File: src/rtl/lut_mem_pkg.sv
// rtl/lut_mem_pkg.sv - shared bus widths and the packed bus record for the lut_mem chain
package lut_mem_pkg;

    localparam int BUS_ADDR_W = 16;
    localparam int BUS_DATA_W = 16;

    // One transaction as it travels between stages.
    typedef struct packed {
        logic [BUS_ADDR_W-1:0] addr;
        logic [BUS_DATA_W-1:0] wdata;
        logic [BUS_DATA_W-1:0] rdata;
        logic                  rw;
        logic                  valid;
    } bus_t;

    localparam bus_t BUS_IDLE = '0;

endpackage

File: src/rtl/lut_mem_bus_reg.sv
// rtl/lut_mem_bus_reg.sv - resettable one-cycle pipeline register for a bus_t record
//
// Ports:
//   clk  - clock, rising edge
//   rst  - synchronous active-high reset; clears the whole record (valid included)
//   d_i  - next-cycle bus value
//   q_o  - registered bus value
module lut_mem_bus_reg
    import lut_mem_pkg::*;
(
    input  logic clk,
    input  logic rst,
    input  bus_t d_i,
    output bus_t q_o
);

    bus_t bus_q;

    always_ff @(posedge clk) begin
        if (rst) begin
            bus_q <= BUS_IDLE;
        end else begin
            bus_q <= d_i;
        end
    end

    assign q_o = bus_q;

endmodule

File: src/rtl/lut_mem.sv
// rtl/lut_mem.sv - chainable lookup-table stage: decodes an address window, serves or captures data, registers the bus
//
// Parameters:
//   DEPTH     - number of 16-bit words held by this stage
//   BASE_ADDR - first bus address decoded by this stage
//
// Ports:
//   clk, rst                   - clock and synchronous active-high reset
//   addr_i, wdata_i, rdata_i   - upstream bus address / write data / read data
//   rw_i, valid_i              - upstream direction (1 = write) and valid
//   addr_o, wdata_o, rdata_o   - registered bus toward downstream
//   rw_o, valid_o              - registered direction and valid toward downstream
//
// Configuration:
//   LUT_MEM_WRITE_EN - when defined, write hits update mem; otherwise the stage is read-only.
module lut_mem
    import lut_mem_pkg::*;
#(
    parameter int unsigned DEPTH     = 8,
    parameter int unsigned BASE_ADDR = 0
) (
    input  logic                  clk,
    input  logic                  rst,
    input  logic [BUS_ADDR_W-1:0] addr_i,
    input  logic [BUS_DATA_W-1:0] wdata_i,
    input  logic [BUS_DATA_W-1:0] rdata_i,
    input  logic                  rw_i,
    input  logic                  valid_i,
    output logic [BUS_ADDR_W-1:0] addr_o,
    output logic [BUS_DATA_W-1:0] wdata_o,
    output logic [BUS_DATA_W-1:0] rdata_o,
    output logic                  rw_o,
    output logic                  valid_o
);

`ifdef LUT_MEM_WRITE_EN
    localparam bit WRITE_EN = 1'b1;
`else
    localparam bit WRITE_EN = 1'b0;
`endif

    localparam int unsigned IDX_W = (DEPTH > 1) ? $clog2(DEPTH) : 1;

    logic [BUS_DATA_W-1:0] mem [DEPTH];

    logic [31:0]      addr_ext;
    logic [31:0]      offset;
    logic             in_win;
    logic             rd_hit;
    logic             wr_hit;
    logic             wr_en;
    logic [IDX_W-1:0] idx;
    bus_t             bus_d;
    bus_t             bus_q;

    // The window compare is done at 32 bits so BASE_ADDR + DEPTH may reach 65536
    // without the upper bound wrapping back to zero.
    assign addr_ext = {16'b0, addr_i};
    assign offset   = addr_ext - BASE_ADDR;
    assign in_win   = (addr_ext >= BASE_ADDR) && (offset < DEPTH);
    assign idx      = offset[IDX_W-1:0];

    assign rd_hit = valid_i && in_win && !rw_i;
    assign wr_hit = valid_i && in_win &&  rw_i;

    // A write that coincides with reset is dropped along with the rest of the cycle.
    assign wr_en = WRITE_EN && wr_hit && !rst;

    always_ff @(posedge clk) begin
        if (wr_en) begin
            mem[idx] <= wdata_i;
        end
    end

    // Only a read hit replaces the upstream read data; writes and misses pass it through.
    always_comb begin
        bus_d       = BUS_IDLE;
        bus_d.addr  = addr_i;
        bus_d.wdata = wdata_i;
        bus_d.rw    = rw_i;
        bus_d.valid = valid_i;
        bus_d.rdata = rdata_i;
        if (rd_hit) begin
            bus_d.rdata = mem[idx];
        end
    end

    lut_mem_bus_reg u_bus_reg (
        .clk (clk),
        .rst (rst),
        .d_i (bus_d),
        .q_o (bus_q)
    );

    assign addr_o  = bus_q.addr;
    assign wdata_o = bus_q.wdata;
    assign rdata_o = bus_q.rdata;
    assign rw_o    = bus_q.rw;
    assign valid_o = bus_q.valid;

endmodule

File: config.mk
export PLATFORM = sky130hd
export DESIGN_NAME = lut_mem
export DESIGN_NICKNAME = d
export VERILOG_FILES = /design/src/rtl/lut_mem_pkg.sv /design/src/rtl/lut_mem_bus_reg.sv /design/src/rtl/lut_mem.sv
export SDC_FILE = /design/constraint.sdc
export NUM_CORES = 1
export LEC_CHECK = 0
export BUFFER_PORTS_ARGS = -buffer_cell sky130_fd_sc_hd__clkbuf_2
export CAP_MARGIN = 20
export CELL_PAD_IN_SITES_DETAIL_PLACEMENT = 0
export CELL_PAD_IN_SITES_GLOBAL_PLACEMENT = 1
export CORE_MARGIN = 8
export CORE_UTILIZATION = 27
export DETAILED_ROUTE_END_ITERATION = 12
export PLACE_DENSITY_LB_ADDON = 0.25
export SETUP_SLACK_MARGIN = 0.15
export SLEW_MARGIN = 25
export SYNTH_ARGS = -nofsm -noshare
export SYNTH_HDL_FRONTEND = slang
export SYNTH_HIERARCHICAL = 1
export SYNTH_SLANG_ARGS = --single-unit
File: constraint.sdc
create_clock -name clk -period 0.8 [get_ports clk]
set_clock_uncertainty 0.2 [all_clocks]
set_input_delay 0.24 -clock clk [delete_from_list [all_inputs] [get_ports clk]]
set_output_delay 0.24 -clock clk [all_outputs]
set_load 0.01 [all_outputs]
==> results of run 1 <==
==> routing by layer <==
metal / track usage / vias to the layer above / part of all wire
li1: - / 525 / -
met1: 0.0897 / 489 / 0.37
met2: 0.154 / 63 / 0.48
met3: 0.0737 / 2 / 0.15
met4: 0.0329 / 0 / 0.0049
met5: 0 / - / 0
==> worst max-delay path by stage <==
stage                       from           endpoint
2_1_floorplan  u_bus_reg/q_o[34]          addr_o[0]
3_3_place_gp                 rst  u_bus_reg/q_o[40]
3_5_place_dp                 rst  u_bus_reg/q_o[20]
4_1_cts        u_bus_reg/q_o[20]         wdata_o[2]
5_1_grt        u_bus_reg/q_o[32]        wdata_o[14]
6_report       u_bus_reg/q_o[34]          addr_o[0]
==> where the power goes <==
| group | internal (mW) | total, mW | switching [mW] |
|---|---|---|---|
| registers | 2.65 | 2.71 | 0.0604 |
| clock network | 0.920 | 1.70 | 0.778 |
| logic | 0.428 | 0.660 | 0.232 |
| total | 4.00 | 5.07 | 1.07 |
==> logic make-up after synthesis <==
group / Yosys count / synth area share
buf+inv: 5 / 0.0187
flops: 50 / 0.748
simple gates: 50 / 0.234
==> synth_stat cells (all sizes together) <==
cell,instances,area share
dfxtp,50,0.75
nor2b,50,0.23
buf,5,0.019
==> what timing repair did <==
item                                    4_1_cts  5_1_grt
gates cloned                                  0        2
resized for setup                             1      115
endpoints found under the setup margin       50       81
endpoints found under the hold margin        50       50
==> stage by stage <==
stage                     hold slack, ns  total power, mW  std cells  utilization
after global placement             0.248             3.21        270        0.422
after global routing             -0.0787             5.33        280        0.524
after detailed placement           0.255             3.22        270        0.422
final                            -0.0503             5.07        280        0.524
after CTS                        -0.0604             4.93        278        0.447
after floorplan                    0.168             2.95        105            -
==> area by class of cell <==
class | count | area share
sequential | 50 | 0.427
clock inverter | 3 | 0.0161
timing repair buffer | 105 | 0.362
tap | 67 | 0.0337
clock buffer | 5 | 0.0276
multi-input combinational | 50 | 0.134
==> out/summary.log, run 1 <==
[clock_tree] clock tree from TritonCTS built
[worst_hold_path] origin of the worst min-delay path wdata_i[10]
[worst_hold_path] count of cells along the worst hold path 2
[logic_synthesis] Seq cells post-synth 50
[route] vias per std cell 3.85
[logic_synthesis] synthesis warning total 6
[finish] max reg flops 50
[timing] Finish-stage setup viols 50
[logic_synthesis] number of nets in the synthesized netlist 157
[finish] total of fill cells in the finished design 437
[clock_tree] Clock transition at path regs 0.09 ns
[timing] shortest clock period the worst path allows after layout 1.18 ns
[clock_tree] number of buffers on the longest clock path 2
[timing] max-slew headroom at the worst pin 0.923
[route] Vias 1,079
[floorplan] Core ar. 4750 µm²
[floorplan] die extent in y 86.4 µm
[global_routing] first-pass GRT wire length 5520 µm
[clock_tree] number of buffers created by CTS 5
[finish] final layout net count 264
[run_status] status finished with violations
[floorplan] I/O pin cnt 102
[worst_setup_path] Cell Chain, Critical Path buf_6
[worst_setup_path] data required time of the critical path 0.36 ns
[finish] combined area of the multi-input logic cells 333 µm²
[global_routing] total grt overflow 0
[logic_synthesis] cell area after synthesis 1340 µm²
[worst_setup_path] CP Data Arrival Time 0.74 ns
[route] number of routed nets with antenna violations 0
[finish] proportion of layout cells with a drive suffix above 1 0.803
[clock_tree] buffer count from post-CTS setup fixing 0
[finish] cell area after layout 2490 µm²
[global_routing] total global routing track utilization 0.0952
[global_routing] initial antenna violation count 0
[worst_setup_path] element type at the critical path end output port
[logic_synthesis] number of distinct library cells after synthesis 3
[finish] Ant. Diodes 0
[power_and_ir_drop] largest voltage drop on the vdd net 1.00 mV
[route] total length of routed wires 3920 µm
[timing] achievable frequency 849 MHz
[timing] post-layout worst setup margin -0.378 ns
[finish] top library cells by usage in the layout, fill and taps aside sky130_fd_sc_hd__buf_6, sky130_fd_sc_hd__clkbuf_2, sky130_fd_sc_hd__dfxtp_2
[worst_setup_path] library cell contributing the largest single delay on the critical path sky130_fd_sc_hd__dfxtp_2
[timing] smallest hold slack -0.0503 ns
[timing] final total negative setup slack -18.26 ns
[timing] slew at the pin with the worst max-slew slack 0.115 ns
[timing] pins over their slew limit 0
[placed_design] final estimated routing congestion in global placement 0.682
[placed_design] post-placement cell area 2010 µm²
[route] Detailed Route Iter0 Violations 71
[placed_design] detailed placer's ending HPWL 2900 µm
[placed_design] port bufs 101
[floorplan] overall die area 7470 µm²
[timing] number of hold violations in the final report 50
[finish] layout-stage area growth over the synthesis result 86.0%
[placed_design] worst setup slack before clock tree synthesis -0.173 ns
[route] Pre-Repair DR Iteration Count 4
[flow_run] number of max-cap violations 0
[floorplan] initial cell density of the core 0.282
[worst_setup_path] critical setup path kind flop to output port
[logic_synthesis] post-synthesis area per instance 12.8 µm²
[finish] sequential cell area 1060 µm²
[power_and_ir_drop] leakage power 1.16 nW
[clock_tree] clock tree sinks 50
[power_and_ir_drop] power density over the cells 2030 nW/µm²
[logic_synthesis] Post-Synthesis Cells 105
[worst_setup_path] Worst Path Max Fanout 1
[logic_synthesis] sequential cell area fraction in the yosys report 0.748
[worst_setup_path] kind of cell adding the most delay to the critical path flip-flops
[worst_hold_path] end point of the worst hold path u_bus_reg/q_o[28]
[worst_setup_path] highest cell delay on the worst timing path 0.33 ns
[floorplan] number of rows in the core area 25
[run_status] violations in the final reports hold timing, setup timing
[worst_setup_path] buffer and inverter count on the worst path 1
[timing] setup repair after global routing missed its margin true
[clock_tree] number of H-tree branching levels 2
[global_routing] maximum number of pins on one net before global-route repair 31
[worst_hold_path] path type of the worst min-delay path primary input to flop
[worst_setup_path] Critical Path Start Type flop
[global_routing] via count of the first global-routing pass 1,140
[route] final routed DRC violation total 0
[floorplan] horizontal die dimension 86.4 µm
[worst_setup_path] total number of cells along the worst setup path 1
[clock_tree] clock tree root driver cell sky130_fd_sc_hd__clkbuf_8
[route] post-detailed-route wirelength per cell 14.0 µm
[timing] Final period util 1.47
No activity file was read; power rests on OpenSTA's default activity.
==> run 2: changes to the inputs <==
- MAX_ROUTING_LAYER: not set -> met4
- SKIP_CTS_REPAIR_TIMING: not set -> 1
- SYNTH_HIERARCHICAL: 1 -> not set
==> out/summary.log, run 2 <==
[flow_run] number of max-cap violations 0 [unchanged]
[logic_synthesis] number of nets in the synthesized netlist 157 [unchanged]
[worst_setup_path] critical setup path kind flop to output port
[clock_tree] clock tree root driver cell sky130_fd_sc_hd__clkbuf_8
[global_routing] initial antenna violation count 0 [unchanged]
[logic_synthesis] Post-Synthesis Cells 105 [unchanged]
[worst_hold_path] origin of the worst min-delay path rdata_i[5]
[timing] max-slew headroom at the worst pin 0.921 [-0.00183]
[finish] total of fill cells in the finished design 452 [+3.4%]
[timing] shortest clock period the worst path allows after layout 1.18 ns [+0.000492 ns]
[logic_synthesis] cell taking the most area after synthesis sky130_fd_sc_hd__dfxtp_1
[logic_synthesis] fraction of post-synthesis cell area in the top cell type by area 0.748 [unchanged]
[logic_synthesis] synthesis warning total 0 [-6]
[power_and_ir_drop] Switch Pwr 1.07 mW [about the same]
[global_routing] first-pass GRT wire length 5470 µm [-0.89%]
[timing] setup repair after global routing missed its margin true
[timing] smallest hold slack -0.0525 ns [-0.00218 ns]
[finish] post-layout utilization of the core 0.522 [-0.00211]
[clock_tree] clock tree from TritonCTS built
[power_and_ir_drop] Internal Pwr Total 4.00 mW [+0.20%]
[timing] pins over their slew limit 0 [unchanged]
[floorplan] die extent in y 86.4 µm [unchanged]
[worst_setup_path] library cell contributing the largest single delay on the critical path sky130_fd_sc_hd__dfxtp_2
[finish] top library cells by usage in the layout, fill and taps aside sky130_fd_sc_hd__buf_6, sky130_fd_sc_hd__clkbuf_2, sky130_fd_sc_hd__dfxtp_2
[power_and_ir_drop] power density over the cells 2050 nW/µm² [+0.55%]
[worst_setup_path] data required time of the critical path 0.36 ns [about the same]
[timing] number of hold violations in the final report 50 [unchanged]
[clock_tree] number of buffers on the longest clock path 2 [unchanged]
[placed_design] detailed placer's ending HPWL 2980 µm [+2.8%]
[power_and_ir_drop] combinational fraction of design power 0.128 [-0.002]
[route] final routed DRC violation total 0 [unchanged]
[placed_design] port bufs 101 [unchanged]
[placed_design] # placed instances 271 [+0.37%]
[power_and_ir_drop] share of power burned in registers 0.533 [about the same]
[clock_tree] number of H-tree branching levels 2 [unchanged]
[worst_setup_path] Cell Chain, Critical Path buf_6
[route] Vias 1,079 [unchanged]
[finish] Ant. Diodes 0 [unchanged]
[floorplan] Core ar. 4750 µm² [unchanged]
[global_routing] total global routing track utilization 0.0995 [+0.00435]
[floorplan] overall die area 7470 µm² [unchanged]
[timing] final total negative setup slack -18.39 ns [-0.125 ns]
[route] post-detailed-route wirelength per cell 13.5 µm [-3.4%]
[route] number of routed nets with antenna violations 0 [unchanged]
[global_routing] maximum number of pins on one net before global-route repair 23 [-26%]
[worst_setup_path] buffer and inverter count on the worst path 1 [unchanged]
[finish] most common cell after layout, fill and taps aside sky130_fd_sc_hd__buf_6
[route] total length of routed wires 3780 µm [-3.4%]
[timing] slew at the pin with the worst max-slew slack 0.118 ns [+0.00274 ns]
[logic_synthesis] number of distinct library cells after synthesis 3 [unchanged]
[finish] max reg flops 50 [unchanged]
[floorplan] horizontal die dimension 86.4 µm [unchanged]
[clock_tree] number of buffers created by CTS 5 [unchanged]
[worst_setup_path] Critical Path Start Type flop
[timing] Finish-stage setup viols 50 [unchanged]
[placed_design] final estimated routing congestion in global placement 0.672 [-1.5%]
[worst_hold_path] path type of the worst min-delay path primary input to flop
[floorplan] number of rows in the core area 25 [unchanged]
[logic_synthesis] Seq cells post-synth 50 [unchanged]
[route] vias per std cell 3.85 [unchanged]
[power_and_ir_drop] Switching Share 0.211 [-0.000404]
[timing] Final period util 1.47 [about the same]
[finish] proportion of layout cells with a drive suffix above 1 0.784 [-0.0188]
[worst_hold_path] count of cells along the worst hold path 2 [unchanged]
[finish] final layout net count 264 [unchanged]
[logic_synthesis] number of enable flip-flop cells after synthesis 0 [unchanged]
[worst_setup_path] Worst Path Max Fanout 1 [unchanged]
[worst_setup_path] element type at the critical path end output port
[power_and_ir_drop] leakage power 1.15 nW [-0.93%]
[logic_synthesis] top post-synthesis cells by count sky130_fd_sc_hd__dfxtp_1, sky130_fd_sc_hd__nor2b_1, sky130_fd_sc_hd__buf_2
[logic_synthesis] top cells by area in the synthesized netlist sky130_fd_sc_hd__dfxtp_1, sky130_fd_sc_hd__nor2b_1, sky130_fd_sc_hd__buf_2
[finish] layout-stage area growth over the synthesis result 85.2%
[power_and_ir_drop] largest voltage drop on the vdd net 1.16 mV [+16%]
[clock_tree] clock tree sinks 50 [unchanged]
[worst_setup_path] kind of cell adding the most delay to the critical path flip-flops
[finish] Post-Layout Cell Count 280 [unchanged]
[logic_synthesis] async set-or-reset flop fraction in the synthesized netlist 0 [unchanged]
[run_status] violations in the final reports hold timing, setup timing
[floorplan] I/O pin cnt 102 [unchanged]
[logic_synthesis] sequential cell area fraction in the yosys report 0.748 [unchanged]
[run_status] status finished with violations
[global_routing] via count of the first global-routing pass 1,134 [-0.53%]
[timing] post-layout worst setup margin -0.378 ns [-0.000492 ns]
[worst_hold_path] end point of the worst hold path u_bus_reg.q_o[7]
[global_routing] total grt overflow 0 [unchanged]
[worst_setup_path] highest cell delay on the worst timing path 0.33 ns [about the same]
[route] Detailed Route Iter0 Violations 24 [-66%]
[logic_synthesis] post-synthesis area per instance 12.8 µm² [unchanged]
[route] Pre-Repair DR Iteration Count 2 [-2]
[clock_tree] Clock transition at path regs 0.09 ns [about the same]
[floorplan] initial cell density of the core 0.282 [unchanged]
[worst_setup_path] CP Data Arrival Time 0.74 ns [about the same]
[timing] achievable frequency 849 MHz [about the same]
[power_and_ir_drop] clock network fraction of total power 0.339 [+0.004]
[logic_synthesis] cell area after synthesis 1340 µm² [unchanged]
[logic_synthesis] most used flip-flop cell after synthesis sky130_fd_sc_hd__dfxtp_1
run 2: cell counts after synthesis:
Identical to the previous run, type by type.
run 2: layer usage:
layer,global-route usage,part of all wire,up-vias
li1,-,-,523
met1,0.103,0.37,488
met2,0.159,0.51,59
met3,0.0359,0.10,9
met4,0.0610,0.021,0
met5,-,0,-
run 2: worst max-delay path by stage:
stage | start | end | slack (ns) | cells after the start
2_1_floorplan | u_bus_reg.q_o[34] | addr_o[0] | 0.04 | 0
4_1_cts | u_bus_reg.q_o[10] | rdata_o[8] | -0.41 | 1
6_report | u_bus_reg.q_o[10] | rdata_o[8] | -0.38 | 1
3_5_place_dp | rst | u_bus_reg.q_o[45] | -0.18 | 3
5_1_grt | u_bus_reg.q_o[10] | rdata_o[8] | -0.43 | 1
3_3_place_gp | rst | u_bus_reg.q_o[38] | -0.15 | 3
run 2: logic make-up (layout without fill, tap and decap cells):
| group | Yosys count | after routing | share of synthesized area |
|---|---|---|---|
| DFF | 50 | 50 | 0.748 |
| buffers and inverters | 5 | 113 | 0.0187 |
| and+or+nand+nor | 50 | 50 | 0.234 |
run 2: cell type report:
cell class                      instances  area, µm²  share of cell area
Clock buffer                            6       72.6              0.0293
Clock inverter                          2       37.5              0.0151
Multi-Input combinational cell         50        325               0.131
Sequential cell                        50       1060               0.429
Tap cell                               67       83.8              0.0338
Timing Repair Buffer                  105        897               0.362
run 2: through the flow:
stage | hold WS [ns] | area, µm² | power [mW] | worst slack [ns]
5_1_grt | -0.0648 | 2480 | 5.33 | -0.426
6_report | -0.0525 | 2480 | 5.07 | -0.378
2_1_floorplan | 0.168 | 1450 | 2.95 | 0.0443
4_1_cts | -0.0656 | 2120 | 4.95 | -0.412
3_3_place_gp | 0.247 | 2010 | 3.21 | -0.149
3_5_place_dp | 0.253 | 2010 | 3.22 | -0.177
run 2: power by group through the flow:
| stage | Sequential, mW | Combinational [mW] | Clock (mW) |
|---|---|---|---|
| global placement | 2.73 | 0.473 | 0 |
| detailed placement | 2.74 | 0.484 | 0 |
| global route | 2.72 | 0.702 | 1.91 |
| floorplan | 2.81 | 0.140 | 0 |
| finish | 2.71 | 0.648 | 1.72 |
| CTS | 2.68 | 0.486 | 1.79 |
==> run 3: changes to the inputs <==
- CORE_ASPECT_RATIO: not set -> 1.25
==> out/summary.log, run 3 (synthesis gave the netlist of run 2 again) <==
[run_status] status finished with violations
[run_status] violations in the final reports hold timing, setup timing
[power_and_ir_drop] largest voltage drop on the vdd net 0.919 mV [-21%]
[clock_tree] number of H-tree branching levels 2 [unchanged]
[global_routing] initial antenna violation count 0 [unchanged]
[route] total length of routed wires 3950 µm [+4.4%]
[worst_hold_path] path type of the worst min-delay path primary input to flop
[finish] layout-stage area growth over the synthesis result 84.7%
[worst_setup_path] library cell contributing the largest single delay on the critical path sky130_fd_sc_hd__dfxtp_2
[finish] proportion of layout cells with a drive suffix above 1 0.803 [+0.0188]
[timing] smallest hold slack -0.0484 ns [+0.00408 ns]
[route] Pre-Repair DR Iteration Count 4 [+2]
[floorplan] Core ar. 4760 µm² [+0.21%]
[floorplan] overall die area 7480 µm² [+0.19%]
[worst_setup_path] critical setup path kind flop to output port
[placed_design] port bufs 101 [unchanged]
[global_routing] first-pass GRT wire length 5650 µm [+3.3%]
[worst_setup_path] buffer and inverter count on the worst path 1 [unchanged]
[clock_tree] Clock transition at path regs 0.08 ns [about the same]
[timing] shortest clock period the worst path allows after layout 1.17 ns [-0.00329 ns]
[route] Vias 1,081 [+0.19%]
[timing] pins over their slew limit 0 [unchanged]
[global_routing] total global routing track utilization 0.102 [+0.00211]
[worst_setup_path] data required time of the critical path 0.36 ns [about the same]
[finish] final layout net count 264 [unchanged]
[clock_tree] number of buffers on the longest clock path 2 [unchanged]
[global_routing] maximum number of pins on one net before global-route repair 32 [+39%]
[placed_design] final estimated routing congestion in global placement 0.659 [-1.9%]
[timing] slew at the pin with the worst max-slew slack 0.116 ns [-0.00179 ns]
[timing] post-layout worst setup margin -0.375 ns [+0.00329 ns]
[route] number of routed nets with antenna violations 0 [unchanged]
[route] vias per std cell 3.96 [+2.8%]
[power_and_ir_drop] total power of the final layout 4.81 mW [-5.3%]
[placed_design] worst setup slack before clock tree synthesis -0.173 ns [+0.00349 ns]
[worst_setup_path] element type at the critical path end output port
[clock_tree] clock tree root driver cell sky130_fd_sc_hd__clkbuf_8
[clock_tree] clock tree from TritonCTS built
[power_and_ir_drop] leakage power 1.16 nW [+0.79%]
[worst_setup_path] CP Data Arrival Time 0.73 ns [about the same]
[placed_design] detailed placer's ending HPWL 3080 µm [+3.3%]
[clock_tree] number of buffers created by CTS 5 [unchanged]
[global_routing] total grt overflow 0 [unchanged]
[floorplan] initial cell density of the core 0.281 [-0.000592]
[floorplan] number of rows in the core area 28 [+12%]
[worst_setup_path] kind of cell adding the most delay to the critical path flip-flops
[timing] number of hold violations in the final report 50 [unchanged]
[floorplan] horizontal die dimension 79.0 µm [-8.6%]
[finish] top library cells by usage in the layout, fill and taps aside sky130_fd_sc_hd__buf_6, sky130_fd_sc_hd__clkbuf_2, sky130_fd_sc_hd__dfxtp_2
[global_routing] via count of the first global-routing pass 1,213 [+7.0%]
[timing] setup repair after global routing missed its margin true
[finish] combined area of the multi-input logic cells 345 µm² [+6.2%]
[worst_setup_path] highest cell delay on the worst timing path 0.33 ns [about the same]
[finish] Ant. Diodes 0 [unchanged]
[worst_setup_path] Cell Chain, Critical Path buf_6
[finish] max reg flops 50 [unchanged]
[route] Detailed Route Iter0 Violations 23 [-4.2%]
[finish] total of fill cells in the finished design 449 [-0.66%]
[worst_setup_path] Critical Path Start Type flop
[floorplan] die extent in y 94.7 µm [+9.6%]
[power_and_ir_drop] power density over the cells 1940 nW/µm² [-5.0%]
[finish] sequential cell area 1060 µm² [unchanged]
[timing] max-slew headroom at the worst pin 0.922 [+0.00119]
[finish] most common cell after layout, fill and taps aside sky130_fd_sc_hd__buf_6
[flow_run] number of max-cap violations 0 [unchanged]
[worst_setup_path] Worst Path Max Fanout 1 [unchanged]
[timing] Finish-stage setup viols 50 [unchanged]
[route] post-detailed-route wirelength per cell 14.5 µm [+7.1%]
[floorplan] I/O pin cnt 102 [unchanged]
[timing] Final period util 1.47 [-0.00411]
[timing] achievable frequency 851 MHz [+0.28%]
[clock_tree] clock tree sinks 50 [unchanged]
[route] final routed DRC violation total 0 [unchanged]
run 3: path summary, 6_finish.rpt:
check	start	end	slack (ns)	cells after the start
worst max-delay path	u_bus_reg.q_o[36]	addr_o[2]	-0.37	1
worst min-delay path	wdata_i[3]	u_bus_reg.q_o[21]	-0.05	2
run 3: power breakdown:
part	internal, mW	leakage (nW)	total, mW	switching, mW
logic	0.431	0.681	0.661	0.230
registers	2.65	0.430	2.71	0.0625
clock network	0.698	0.0482	1.44	0.739
run 3: area by class of cell:
class                      count  area share
tap                           60      0.0304
timing repair buffer         105       0.363
multi-input combinational     50       0.140
sequential                    50       0.430
clock inverter                 1     0.00202
clock buffer                   7      0.0349
run 3: metal layers:
layer / part of all wire / vias up / global-route usage
met5: 0 / - / -
met2: 0.56 / 55 / 0.180
li1: - / 524 / -
met4: 0.014 / 0 / 0.0464
met3: 0.088 / 6 / 0.0437
met1: 0.34 / 496 / 0.0919
run 3: stage by stage:
stage	std cells	cell area, µm²	TNS (ns)	hold slack [ns]	util
after floorplan	105	1450	0	0.168	-
after global placement	263	2000	-8.96	0.250	0.419
after detailed placement	263	2000	-10.20	0.253	0.419
after CTS	271	2090	-19.54	-0.0597	0.438
after global routing	273	2470	-19.78	-0.0579	0.519
final	273	2470	-18.19	-0.0484	0.519
